==> config.mk <==
export PLATFORM = sky130hd
export DESIGN_NAME = stream_queue_flat
export DESIGN_NICKNAME = d
export VERILOG_FILES = /design/src/rtl/stream_queue_if.sv /design/src/rtl/stream_queue.sv /design/src/flat_wrapper.sv
export SDC_FILE = /design/constraint.sdc
export NUM_CORES = 1
export LEC_CHECK = 0
export BUFFER_PORTS_ARGS = -buffer_cell sky130_fd_sc_hd__buf_2
export CAP_MARGIN = 5
export CELL_PAD_IN_SITES_DETAIL_PLACEMENT = 2
export CELL_PAD_IN_SITES_GLOBAL_PLACEMENT = 2
export CORE_MARGIN = 3
export CORE_UTILIZATION = 45
export CTS_CLUSTER_SIZE = 20
export DETAILED_ROUTE_END_ITERATION = 10
export PLACE_DENSITY_LB_ADDON = 0.05
export REMOVE_ABC_BUFFERS = 1
export SYNTH_ARGS = -nofsm -noshare
export SYNTH_HDL_FRONTEND = slang
export SYNTH_SLANG_ARGS = --single-unit
==> constraint.sdc <==
create_clock -name clk -period 8.79 [get_ports clk]
set_input_delay 0 -clock clk [delete_from_list [all_inputs] [get_ports clk]]
set_output_delay 0 -clock clk [all_outputs]
set_load 0.01 [all_outputs]
==> src/rtl/stream_queue_if.sv <==
// Valid/ready message stream bundle shared by producer and consumer sides.
// The master drives msg/val and samples rdy; the slave does the reverse.
interface stream_if #(
    parameter type t_msg = logic [31:0]
);
    t_msg msg;
    logic val;
    logic rdy;

    modport master (output msg, output val, input rdy);
    modport slave  (input msg, input val, output rdy);
endinterface

==> src/rtl/stream_queue.sv <==
// Parameterised val/rdy message queue. It decouples a producer from a consumer
// and absorbs consumer back-pressure. With p_bypass=1, a message offered to an
// empty queue is forwarded to the output in the same cycle.
module stream_queue #(
    parameter type t_msg    = logic [31:0],
    parameter int  p_depth  = 4,
    parameter bit  p_bypass = 1'b0
) (
    input  logic                         clk,
    input  logic                         rst,
    stream_if.slave                      istream,
    stream_if.master                     ostream,
    output logic [$clog2(p_depth+1)-1:0] count
);
    localparam int PTR_W = (p_depth > 1) ? $clog2(p_depth) : 1;
    localparam int CNT_W = $clog2(p_depth + 1);

    generate
        if (p_depth < 1) begin : g_bad_depth
            $error("stream_queue: p_depth must be >= 1");
        end
    endgenerate

    t_msg             mem [p_depth];
    logic [PTR_W-1:0] enq_ptr;
    logic [PTR_W-1:0] deq_ptr;
    logic             empty;
    logic             full;
    logic             enq;
    logic             deq;
    logic             bypass_hit;
    logic             push;
    logic             pop;

    // Explicit wrap so depths that are not a power of two stay in range.
    function automatic logic [PTR_W-1:0] next_ptr(input logic [PTR_W-1:0] p);
        if (p == PTR_W'(p_depth - 1))
            return '0;
        else
            return p + 1'b1;
    endfunction

    assign empty = (count == '0);
    assign full  = (count == CNT_W'(p_depth));

    // Ready depends only on occupancy, never on the consumer's ready.
    assign istream.rdy = !full;
    assign ostream.val = !empty || (p_bypass && istream.val);
    assign ostream.msg = empty ? istream.msg : mem[deq_ptr];

    assign enq        = istream.val && istream.rdy;
    assign deq        = ostream.val && ostream.rdy;
    // A message that passes straight through an empty queue is never stored.
    assign bypass_hit = empty && enq && deq;
    assign push       = enq && !bypass_hit;
    assign pop        = deq && !bypass_hit;

    // Occupancy and pointer bookkeeping.
    always_ff @(posedge clk or posedge rst) begin
        if (rst) begin
            count   <= '0;
            enq_ptr <= '0;
            deq_ptr <= '0;
        end else begin
            if (push)
                enq_ptr <= next_ptr(enq_ptr);
            if (pop)
                deq_ptr <= next_ptr(deq_ptr);
            if (push && !pop)
                count <= count + 1'b1;
            else if (pop && !push)
                count <= count - 1'b1;
        end
    end

    // Entry storage: payload captured only on a stored enqueue, cleared on reset.
    always_ff @(posedge clk or posedge rst) begin
        if (rst) begin
            for (int i = 0; i < p_depth; i++)
                mem[i] <= '0;
        end else if (push) begin
            mem[enq_ptr] <= istream.msg;
        end
    end
endmodule

==> src/flat_wrapper.sv <==
// flat-port wrapper written by rule: the top's interface ports become plain ports
module stream_queue_flat 
#(
    parameter type t_msg    = logic [31:0],
    parameter int  p_depth  = 4,
    parameter bit  p_bypass = 1'b0
)
  (clk, rst, count, istream_msg, istream_val, istream_rdy, ostream_msg, ostream_val, ostream_rdy);
  stream_if #(.t_msg(t_msg)) istream_i ();
  stream_if #(.t_msg(t_msg)) ostream_i ();
  input  logic clk;
  input  logic rst;
  output logic [$clog2(p_depth+1)-1:0] count;
  input wire logic [$bits(istream_i.msg)-1:0] istream_msg;
  input wire logic [$bits(istream_i.val)-1:0] istream_val;
  output wire logic [$bits(istream_i.rdy)-1:0] istream_rdy;
  output wire logic [$bits(ostream_i.msg)-1:0] ostream_msg;
  output wire logic [$bits(ostream_i.val)-1:0] ostream_val;
  input wire logic [$bits(ostream_i.rdy)-1:0] ostream_rdy;
  assign istream_i.msg = istream_msg;
  assign istream_i.val = istream_val;
  assign istream_rdy = istream_i.rdy;
  assign ostream_msg = ostream_i.msg;
  assign ostream_val = ostream_i.val;
  assign ostream_i.rdy = ostream_rdy;
  stream_queue #(.t_msg(t_msg), .p_depth(p_depth), .p_bypass(p_bypass)) u_core (.clk(clk), .rst(rst), .istream(istream_i), .ostream(ostream_i), .count(count));
endmodule
; After elaboration in Yosys (flattened, before gate mapping)
; Index checks and enable logic that the tools add are counted.
[totals]
input_bits = 36
latchBits = 0
register_bits = 135
ramBits = 0
mem_count = 0
output_inout_bits = 37
mem_bits_ro = 0
[op_classes]
shift = 0
n_eq_ne = 3
magnitude_cmp = 3
addsub = 4
n_mux = 11
n_div = 0
bitwise = 2
reduce_logical = 16
mul = 0
[op_table]
columns = cell, n
row1 = $bwmux W128, 1
row2 = $mux W32, 4
row3 = $bmux W32 S2, 1
row4 = $demux W32 S2, 1
row5 = $logic_and A1 B1 Y1, 9
row6 = $ge A3 B3 Y1 const B, 2
row7 = $mux W3, 2
row8 = $not A2 Y3, 2
row9 = $logic_not A1 Y1, 5
row10 = $add A2 B1 Y2 const B, 2
row11 = $eq A2 B2 Y1 const B, 2
row12 = $mux W2, 2
row13 = $add A3 B1 Y3 const B, 1
row14 = $eq A3 B3 Y1 const B, 1
row15 = $logic_not A3 Y1, 1
row16 = $lt A3 B1 Y1 const B, 1
row17 = $sub A3 B1 Y3 const B, 1
row18 = $reduce_bool A2 Y1, 1

; Longest topological paths before layout
; Gate-level depths: netlist of the first run.
[depth]
ltp_word = 11
ltp_mapped = 10

; Worst setup path before layout of the first run
; Ideal clock, no wire load.
[synth_timing]
path_type = reg-to-reg
from = register u_core.count[2]
to = register u_core.count[2]
path_slack_ps = 6538
period_less_slack_ps = 2252
setup_ps = 79
stages_incl_launch_ff = 10
t_arrival_ps = 2172
path_cell_list = dfrtp_1 -> or3_2 -> clkbuf_1 -> nand2_1 -> ha_1 -> inv_1 -> fa_1 -> xor2_1 -> nor2_1 -> xor2_1
[synth_between]
elab_chain_cells = 10
[synth_lines]
columns = element, line_no
row1 = from (decl), stream_queue.sv:13  ; output logic [$clog2(p_depth+1)-1:0] count
row2 = from (signal assigned), stream_queue.sv:70  ; count <= count + 1'b1;
row3 = from (signal assigned), stream_queue.sv:72  ; count <= count - 1'b1;
row4 = $eq A3 B3 Y1, stream_queue.sv:44  ; assign full = (count == CNT_W'(p_depth));
row5 = $logic_not A1 Y1, stream_queue.sv:47  ; assign istream.rdy = !full;
row6 = $logic_and A1 B1 Y1, stream_queue.sv:51  ; assign enq = istream.val && istream.rdy;
row7 = $logic_and A1 B1 Y1 (2 in a row), stream_queue.sv:54  ; assign bypass_hit = empty && enq && deq;
row8 = $logic_not A1 Y1, "stream_queue.sv:55, stream_queue.sv:56"
row9 = "$logic_and A1 B1 Y1, on equally long branches", "stream_queue.sv:56, stream_queue.sv:55"
row10 = "$logic_not A1 Y1, on equally long branches", "stream_queue.sv:69, stream_queue.sv:71"
row11 = "$logic_and A1 B1 Y1, on equally long branches", "stream_queue.sv:69, stream_queue.sv:71"
row12 = $mux W3 or $reduce_bool A2 Y1 (tied branches), -
; Several ways; a longest one is shown, not always the timed one. The select of a mux whose other input is x is not followed.
; A chain may end at the register's enable or synchronous reset.

; Worst setup path after layout of the first run
; Same ends and word-level chain as after synthesis.

==> results by group, run 1 <==
Die
  – Die H: ~130 um
  – Die ar.: about 16,000 um^2
  – I/O pins: 73
  – Initial Util: a little under half
  – Row count: 43
  – Chip width: about 130 um
  – Core area: 13,900 um^2

GRT
  – GR Layer Usage met2: a little under two fifths
  – GRT overflow: 0
  – Initial antenna violation count: 0
  – Vias in the first global route: between 4,000 and 5,000
  – Grt met3 use: between 4 and 5%
  – Routing usage on met1: between 20% and 30%
  – GRT busiest layer: met2
  – First-pass GRT wire length: between 20 and 30 mm
  – Largest net degree at the start of global routing: 84
  – All-Layer GR Usage: a little over a fifth

Place
  – Place WS: ~5900 ps
  – Placed insts: around 600
  – Detail Placement HPWL: between 8 and 9 mm
  – Final GP Congestion: just under 0.7
  – Number of buffers added on ports: 72

Power
  – Switch share: 31.8%
  – Internal: 0.00229 W
  – Worst IR Drop VDD: 0.233 mV
  – Cell Pwr Density: 427 nW/um^2
  – Sequential Power Share: between 30 and 40%
  – Switching Power: 0.00106 W
  – Leakage: between 3 and 4 nW
  – Clock power share: between 20% and 30%
  – Gate power share: 44.3%

CTS
  – Max clock buf depth: 2
  – Root Buffer Master: clkbuf_16
  – Clock sinks: about 140
  – Clk Latency, worst-skew pair: 410 ps
  – CTS tree: built
  – CTS Hold Buffers Added: 34
  – H-tree depth: 4
  – Clock slew at reported path FFs: 60 ps
  – Post CTS Setup Buffer Count: 0
  – Total CTS buffers: 17
  – Post-CTS sizing: 0

Timing
  – RSZ-0062 raised after global routing: no
  – Min Tclk post-route: approximately 2900 ps
  – Setup tns final: 0 ps
  – # setup viols final: 0
  – Fin crit share: between 30% and 40%
  – Final hold slack: around 67 ps
  – Final setup margin: approximately 5900 ps
  – Fin. Hold Viols: 0
  – Achievable Freq: approximately 350 MHz
  – Clk_skew: a little under 8 ps
  – Max_slew headroom: roughly 28%
  – Slew @ Worst Pin: roughly 1100 ps
  – Pins Over Slew Limit: 0

Worst setup path
  – Crit path arrival time: ~3200 ps
  – Worst Setup Start Kind: flop
  – Critical Path Source: u_core.count[2]
  – WS Path Type: reg2reg
  – Reg2Reg Capture Point: u_core.count[2]
  – CP Max Fanout: 34
  – Worst reg2reg path depth: 8
  – WP data required: approximately 9000 ps
  – CP endpoint kind: flop
  – Reg2reg setup slack: between 5000 and 6000 ps
  – R2R Path Start: u_core.count[2]

Synthesis
  – Top cells by area, synth: dfrtp_1, mux2_2, mux4_2
  – Synth Area per Inst: 16.8 um^2
  – Synth top area share: between 50% and 60%
  – Seq/Total Area, Yosys: 52.3%
  – Post-synthesis cell count: approximately 380
  – Synth cell types: 19
  – Synth warnings: 0
  – Mapped Area: approximately 6500 um^2
  – Yosys top cell by area: dfrtp_1
  – Yosys reg bits: 135

Route
  – Final ANT Viol Nets: 0
  – DR DRC count: 0
  – Via/cell ratio: around 5.5
  – WL final: 15.5 mm
  – Routed wire per std cell: approximately 23 um
  – Vias after detailed routing: around 3,800
  – Pre-antenna DRT Iters: 4
  – Initial DRC Count: between 100 and 150

Hold path
  – Startpoint of the worst hold path: istream_val
  – Min-Delay Path Depth: 3
  – Worst hold path endpoint: u_core.enq_ptr[0]
  – Hold Path Class: in2reg

Finish
  – Share of cells above drive strength 1: 62.3%
  – Fillers: approximately 1,200
  – Layout area overhead: 21.6%
  – Commonest cells after routing, fill and taps aside: mux2_2, dfrtp_1, buf_2
  – Commonest non-fill, non-tap cell in the layout: mux2_2
  – Finished Layout Cells: a little under 700
  – Inserted Diodes: 0
  – Nets: approximately 530

Status
  – Status: finished clean

Run
  – Max cap viols: 0
[flip-flops by register name (all words and copies together) (netlist names)]
register / flops
u_core.enq_ptr: 2
u_core.mem: 128
u_core.deq_ptr: 2
u_core.count: 3
[worst max path at each step]
| stage | end | cells after the start |
|---|---|---|
| after CTS | u_core.count[2] | 8 |
| after global placement | u_core.count[2] | 8 |
| after detailed placement | u_core.count[2] | 8 |
| final | u_core.count[2] | 8 |
| after global routing | u_core.count[2] | 8 |
| after floorplan | u_core.count[0] | 1 |
[final cells by class]
type | instances | area [um^2] | share of cell area (%)
well taps | 180 | 225 | 2.87
flip-flops and latches | 135 | 3380 | 43.1
clock inverters | 11 | 130 | 1.66
inverters | 5 | 23.8 | 0.303
clock buffers | 21 | 460 | 5.87
repair buffers | 111 | 738 | 9.41
multi-input cells | 218 | 2890 | 36.8
[worst max-delay path: stages, from the launching register on]
cell and delay [ps]:
dfrtp_1 410, or3_2 940, nand2_1 320, ha_1 230
inv_1 60, fa_1 380, xor2_1 180, nor2_1 120
xor2_1 170
[kinds of logic (layout without fill, tap and decap cells)]
group | count (synthesis) | after routing | share of synthesized area [%]
buffers and inverters | 31 | 148 | 3.16
adder cells (fa/ha/maj) | 7 | 7 | 1.47
AND/OR/NAND/NOR | 11 | 11 | 0.950
multiplexers | 197 | 197 | 41.7
flip-flops | 135 | 135 | 52.3
XOR/XNOR | 3 | 3 | 0.407
[power by group through the flow]
stage | combinational (W) | sequential (W) | clock (W)
2_1_floorplan | 0.00105 | 0.00111 | 0
6_report | 0.00148 | 0.00115 | 0.000714
3_5_place_dp | 0.00147 | 0.00115 | 0
4_1_cts | 0.00151 | 0.00115 | 0.000735
3_3_place_gp | 0.00142 | 0.00112 | 0
5_1_grt | 0.00161 | 0.00120 | 0.000766
[metal layers]
metal | vias up | wire length [um]
met5 | - | 0
met4 | 0 | 130
met3 | 9 | 437
met2 | 52 | 8110
met1 | 2059 | 6870
li1 | 1639 | -
[metrics by stage]
stage	util (%)	total power, W	area (um^2)
floorplan	-	0.00216	6270
global placement	49.6	0.00254	6920
detailed placement	49.6	0.00262	6920
CTS	56.3	0.00340	7850
global route	56.3	0.00358	7850
finish	56.3	0.00335	7850
[synthesized netlist by cell type, drive strengths merged]
library cell / count
and3: 1
nand3: 3
buf: 24
clkbuf: 2
nand2: 2
or3: 1
mux2: 165
fa: 1
inv: 5
xnor2: 1
ha: 6
dfrtp: 135
mux4: 32
or3b: 1
xor2: 2
nor2: 3
(Power assumes the default switching activity.)
==> inputs of run 2 (changes only) <==
- CORE_UTILIZATION: 45 -> 39
- clock period: 8.79 -> 2.53 ns (I/O delays scaled with it)
==> run 2 against run 1 <==
  * Worst setup slack got worse by 5600 ps
  * Sequential power increased to 3.5 times the previous value
  * Power increased to 3.5 times the previous value
  * Final area increased by 2.1%
  * Clock power increased to 3.3 times the previous value
  * Routed wire length decreased by 1.3%
  * Flip-flop and latch count unchanged
  * Cell count increased by 6.6%
  * Largest power group unchanged
  * Die area increased by 15%
  * Count of clock-buffer cells in the layout increased by 3
==> results by group, run 2 (same netlist as run 1, synthesis figures left out) <==
Timing
  – Pins Over Slew Limit: 0
  – Achievable Freq: roughly 440 MHz
  – Clk_skew: around 9.6 ps
  – # setup viols final: 0
  – Slew @ Worst Pin: roughly 700 ps
  – Final setup margin: ~250 ps
  – Max_slew headroom: 53.2%
  – Min Tclk post-route: 2280 ps
  – Fin crit share: approximately 90%
  – RSZ-0062 raised after global routing: no
  – Fin. Hold Viols: 0

Worst setup path
  – R2R Path Start: u_core.count[0]
  – CP endpoint kind: output port
  – Reg2reg setup slack: 250 ps
  – WS Path Type: reg2out
  – Cell family with most CP delay: multiplexers
  – CP bufs+invs: 2
  – Crit-path cells: buf_4 > mux4_2 > mux2_2 > buf_2
  – Reg2Reg Capture Point: u_core.count[1]
  – Crit path arrival time: 2280 ps
  – Worst reg2reg path depth: 7
  – CP Max Fanout: 14
  – Slowest cell on crit path: dfrtp_2
  – Worst Setup Start Kind: flop
  – WP data required: approximately 2500 ps
  – CP max stage delay: between 600 and 700 ps

GRT
  – Vias in the first global route: ~4,500
  – Grt met3 use: under 10%
  – All-Layer GR Usage: roughly 18%
  – First-pass GRT wire length: between 20 and 30 mm
  – Routing usage on met1: 23.1%
  – GRT overflow: 0
  – Largest net degree at the start of global routing: between 50 and 60
  – GRT busiest layer: met2
  – GR Layer Usage met2: between 30% and 40%
  – Initial antenna violation count: 0

Power
  – Leakage: 3.52 nW
  – Worst IR Drop VDD: approximately 0.62 mV
  – Cell Pwr Density: between 1000 and 1500 nW/um^2

Finish
  – Nets: between 500 and 600
  – Commonest cells after routing, fill and taps aside: mux2_2, dfrtp_1, buf_2
  – Commonest non-fill, non-tap cell in the layout: mux2_2
  – Finished Layout Cells: just over 700
  – Share of cells above drive strength 1: between 60% and 70%
  – Largest register FFs: 128
  – Largest reg by FF count: u_core.mem
  – Layout area overhead: 24.1%
  – Largest regs: u_core.mem: 128 flops, u_core.count: 3 flops
  – Inserted Diodes: 0
  – Final Cell Area: 8010 um^2

Die
  – Die ar.: approximately 18,000 um^2
  – Initial Util: around two fifths
  – Chip width: between 100 and 150 um
  – Row count: 46
  – Die H: 135 um
  – Core area: around 16,000 um^2
  – I/O pins: between 70 and 80

Route
  – WL final: about 15 mm
  – Final ANT Viol Nets: 0
  – Vias after detailed routing: 3,762
  – DR DRC count: 0
  – Initial DRC Count: 92
  – Via/cell ratio: ~5.2
  – Pre-antenna DRT Iters: 4
  – Routed wire per std cell: about 21 um

CTS
  – Total CTS buffers: 17
  – Clock slew at reported path FFs: about 60 ps
  – Post CTS Setup Buffer Count: 0
  – Root Buffer Master: clkbuf_16
  – Max clock buf depth: 2
  – CTS tree: built
  – Clk Latency, worst-skew pair: roughly 410 ps
  – H-tree depth: 4
  – Clock sinks: 135

Status
  – Status: finished clean

Hold path
  – Startpoint of the worst hold path: ostream_rdy
  – Min-Delay Path Depth: 3
  – Hold Path Class: in2reg
  – Worst hold path endpoint: u_core.deq_ptr[1]

Place
  – Post-place instance area: a little over 7000 um^2
  – Detail Placement HPWL: between 9 and 10 mm
  – Number of buffers added on ports: between 70 and 80
  – Final GP Congestion: between 0.7 and 0.8
  – Place WS: 238 ps
  – Placed insts: around 660

Run
  – Max cap viols: 0
## run 2: per-layer routing
layer	part of all wire, %	vias up
met4	1.2	0
li1	-	1663
met5	0	-
met3	2.7	17
met2	52	53
met1	44	2029
## run 2: worst max-delay path by stage
| stage | start | endpoint | slack (ps) | depth (start not counted) |
|---|---|---|---|---|
| CTS | u_core.deq_ptr[1] | ostream_msg[4] | 190 | 3 |
| global placement | u_core.count[1] | u_core.count[1] | 350 | 7 |
| detailed placement | u_core.count[0] | u_core.count[1] | 240 | 7 |
| global route | u_core.count[1] | u_core.count[1] | 130 | 7 |
| floorplan | rst | u_core.count[0] | -1080 | 1 |
| finish | u_core.deq_ptr[0] | ostream_msg[20] | 250 | 4 |
## run 2: cell type report
| type | instances | area [um^2] |
|---|---|---|
| multi-input cells | 218 | 2890 |
| repair buffers | 120 | 878 |
| flip-flops and latches | 135 | 3380 |
| well taps | 216 | 270 |
| inverters | 5 | 23.8 |
| fillers | 1482 | 8040 |
| clock buffers | 24 | 502 |
| clock inverters | 8 | 70.1 |
## run 2: worst reg2reg max path: stages (launching register included)
cell and delay [ps]:
dfrtp_1 450, or3b_1 510, nand2_1 180, inv_1 60, ha_1 210, inv_1 70
fa_1 420, mux2_2 270
## run 2: where the power goes
part           internal, W  total, W  leakage (nW)  switching [W]
sequential         0.00329   0.00405          1.60       0.000766
combinational      0.00319   0.00516          1.64        0.00197
clock              0.00147   0.00239         0.282       0.000913
total              0.00795    0.0116          3.52        0.00365
## run 2: timing repair
item	4_1_cts	5_1_grt
gates resized for setup	0	0
hold endpoints to repair	181	0
hold buffers	33	0
## run 2: through the flow
step | TNS, ps | hold slack, ps | util [%] | power, W
after floorplan | -145950 | 148 | - | 0.00752
after global placement | 0 | 85.6 | 44.3 | 0.00903
after detailed placement | 0 | 108 | 44.3 | 0.00926
after CTS | 0 | 8.94 | 49.9 | 0.0118
after global routing | 0 | 54.1 | 49.9 | 0.0124
final | 0 | 35.3 | 49.9 | 0.0116
==> inputs of run 3 (changes only) <==
- MAX_ROUTING_LAYER: not set -> met4
==> run 3 against run 2 <==
  * Core utilization did not move
  * Cell count did not move
  * Flip-flop and latch count did not move
  * Worst setup slack got worse by 2.4 ps
  * Highest routed layer unchanged
  * Largest cell class unchanged
  * Count of clock-buffer cells in the layout did not move
==> results by group, run 3 (same netlist as run 1, synthesis figures left out) <==
GRT
  – First-pass GRT wire length: ~25 mm
  – GRT overflow: 0
  – All-Layer GR Usage: between 10% and 20%
  – Initial antenna violation count: 0
  – Vias in the first global route: around 4,500
  – Largest net degree at the start of global routing: 58

Hold path
  – Startpoint of the worst hold path: ostream_rdy
  – Hold Path Class: in2reg
  – Worst hold path endpoint: u_core.deq_ptr[0]
  – Min-Delay Path Depth: 3

Worst setup path
  – CP endpoint kind: output port
  – Worst reg2reg path depth: 7
  – Slowest cell on crit path: dfrtp_2
  – CP Max Fanout: 14
  – WS Path Type: reg2out
  – WP data required: around 2500 ps
  – R2R Path Start: u_core.count[0]
  – Worst Setup Start Kind: flop
  – CP max stage delay: roughly 650 ps
  – Crit-path cells: buf_4 > mux4_2 > mux2_2 > buf_2
  – Reg2Reg Capture Point: u_core.count[1]
  – Reg2reg setup slack: between 200 and 250 ps
  – Crit path arrival time: around 2300 ps
  – Critical Path Source: u_core.deq_ptr[0]

Die
  – Initial Util: between 40 and 50%
  – Core area: between 15,000 and 20,000 um^2
  – Chip width: between 100 and 150 um
  – Die H: 135 um
  – Die ar.: around 18,000 um^2
  – I/O pins: between 70 and 80
  – Row count: 46

Finish
  – Share of cells above drive strength 1: 63.1%
  – Final Cell Area: between 8000 and 9000 um^2
  – Commonest cells after routing, fill and taps aside: mux2_2, dfrtp_1, buf_2
  – Largest regs: u_core.mem: 128 flops, u_core.count: 3 flops
  – Largest reg by FF count: u_core.mem
  – Nets: 540
  – Inserted Diodes: 0
  – Layout area overhead: 24.1%
  – Largest register FFs: around 130
  – Commonest non-fill, non-tap cell in the layout: mux2_2

Timing
  – Fin. Hold Viols: 0
  – RSZ-0062 raised after global routing: no
  – Fin crit share: 90.3%
  – Clk_skew: just over 8 ps
  – # setup viols final: 0
  – Slew @ Worst Pin: about 700 ps
  – Achievable Freq: 438 MHz
  – Min Tclk post-route: between 2000 and 2500 ps
  – Pins Over Slew Limit: 0
  – Final hold slack: about 38 ps
  – Max_slew headroom: a little over half

CTS
  – H-tree depth: 4
  – Max clock buf depth: 2
  – Clock slew at reported path FFs: roughly 50 ps
  – Root Buffer Master: clkbuf_16
  – Total CTS buffers: 17
  – Clock sinks: 135
  – CTS tree: built
  – Clk Latency, worst-skew pair: between 400 and 500 ps

Route
  – Vias after detailed routing: 3,761
  – Initial DRC Count: 90
  – Via/cell ratio: around 5.2
  – Final ANT Viol Nets: 0
  – WL final: about 15 mm
  – Pre-antenna DRT Iters: 3
  – DR DRC count: 0
  – Routed wire per std cell: 21.1 um

Power
  – Cell Pwr Density: 1450 nW/um^2
  – Leakage: 3.52 nW
  – Worst IR Drop VDD: between 0.6 and 0.7 mV

Run
  – Max cap viols: 0

Place
  – Final GP Congestion: between 0.7 and 0.8
  – Number of buffers added on ports: 72
  – Detail Placement HPWL: between 9 and 10 mm
  – Post-place instance area: approximately 7100 um^2

Status
  – Status: finished clean
[run 3: how the worst max path moves through the flow]
stage | end | slack [ps] | cells past startpoint
2_1_floorplan | u_core.count[0] | -1080 | 1
3_3_place_gp | u_core.count[1] | 350 | 7
3_5_place_dp | u_core.count[1] | 240 | 7
4_1_cts | ostream_msg[4] | 190 | 3
5_1_grt | u_core.count[1] | 130 | 7
6_report | ostream_msg[20] | 250 | 4
[run 3: where the power goes]
part / internal [W] / switching (W)
Combinational: 0.00319 / 0.00197
Clock: 0.00147 / 0.000913
Sequential: 0.00329 / 0.000768
Total: 0.00795 / 0.00365
[run 3: cell type report]
type | count | area, um^2
tap | 216 | 270
fill | 1482 | 8040
clock inverter | 8 | 70.1
multi-input combinational | 218 | 2890
clock buffer | 24 | 502
sequential | 135 | 3380
timing repair buffer | 120 | 878
inverter | 5 | 23.8
[run 3: critical path, delay by kind of cell, from the launching register on]
family	cells	cell delay [ps]
muxes	2	810
buffers and inverters	2	410
DFF	1	650
[run 3: routing by layer]
layer / global-route usage [%] / wire length [um] / part of all wire [%] / vias to the layer above
li1: - / - / - / 1666
met1: 23.3 / 6810 / 44 / 2026
met2: 31.5 / 7970 / 52 / 54
met3: 4.17 / 392 / 2.6 / 15
met4: 5.43 / 167 / 1.1 / 0
met5: - / 0 / 0 / -
[run 3: repair_timing]
| action | 4_1_cts | 5_1_grt |
|---|---|---|
| hold buffers | 33 | 0 |
| hold endpoints to repair | 181 | 0 |
| resized for setup | 0 | 0 |
| buffers inserted | 0 | 0 |
[run 3: stage by stage]
stage / utilization (%) / total power, W / setup slack (ps) / setup TNS, ps / std cells
2_1_floorplan: - / 0.00752 / -1080 / -145950 / 358
3_3_place_gp: 44.3 / 0.00903 / 347 / 0 / 661
3_5_place_dp: 44.3 / 0.00926 / 238 / 0 / 661
4_1_cts: 49.9 / 0.0118 / 187 / 0 / 726
5_1_grt: 49.9 / 0.0124 / 125 / 0 / 726
6_report: 49.9 / 0.0116 / 246 / 0 / 726
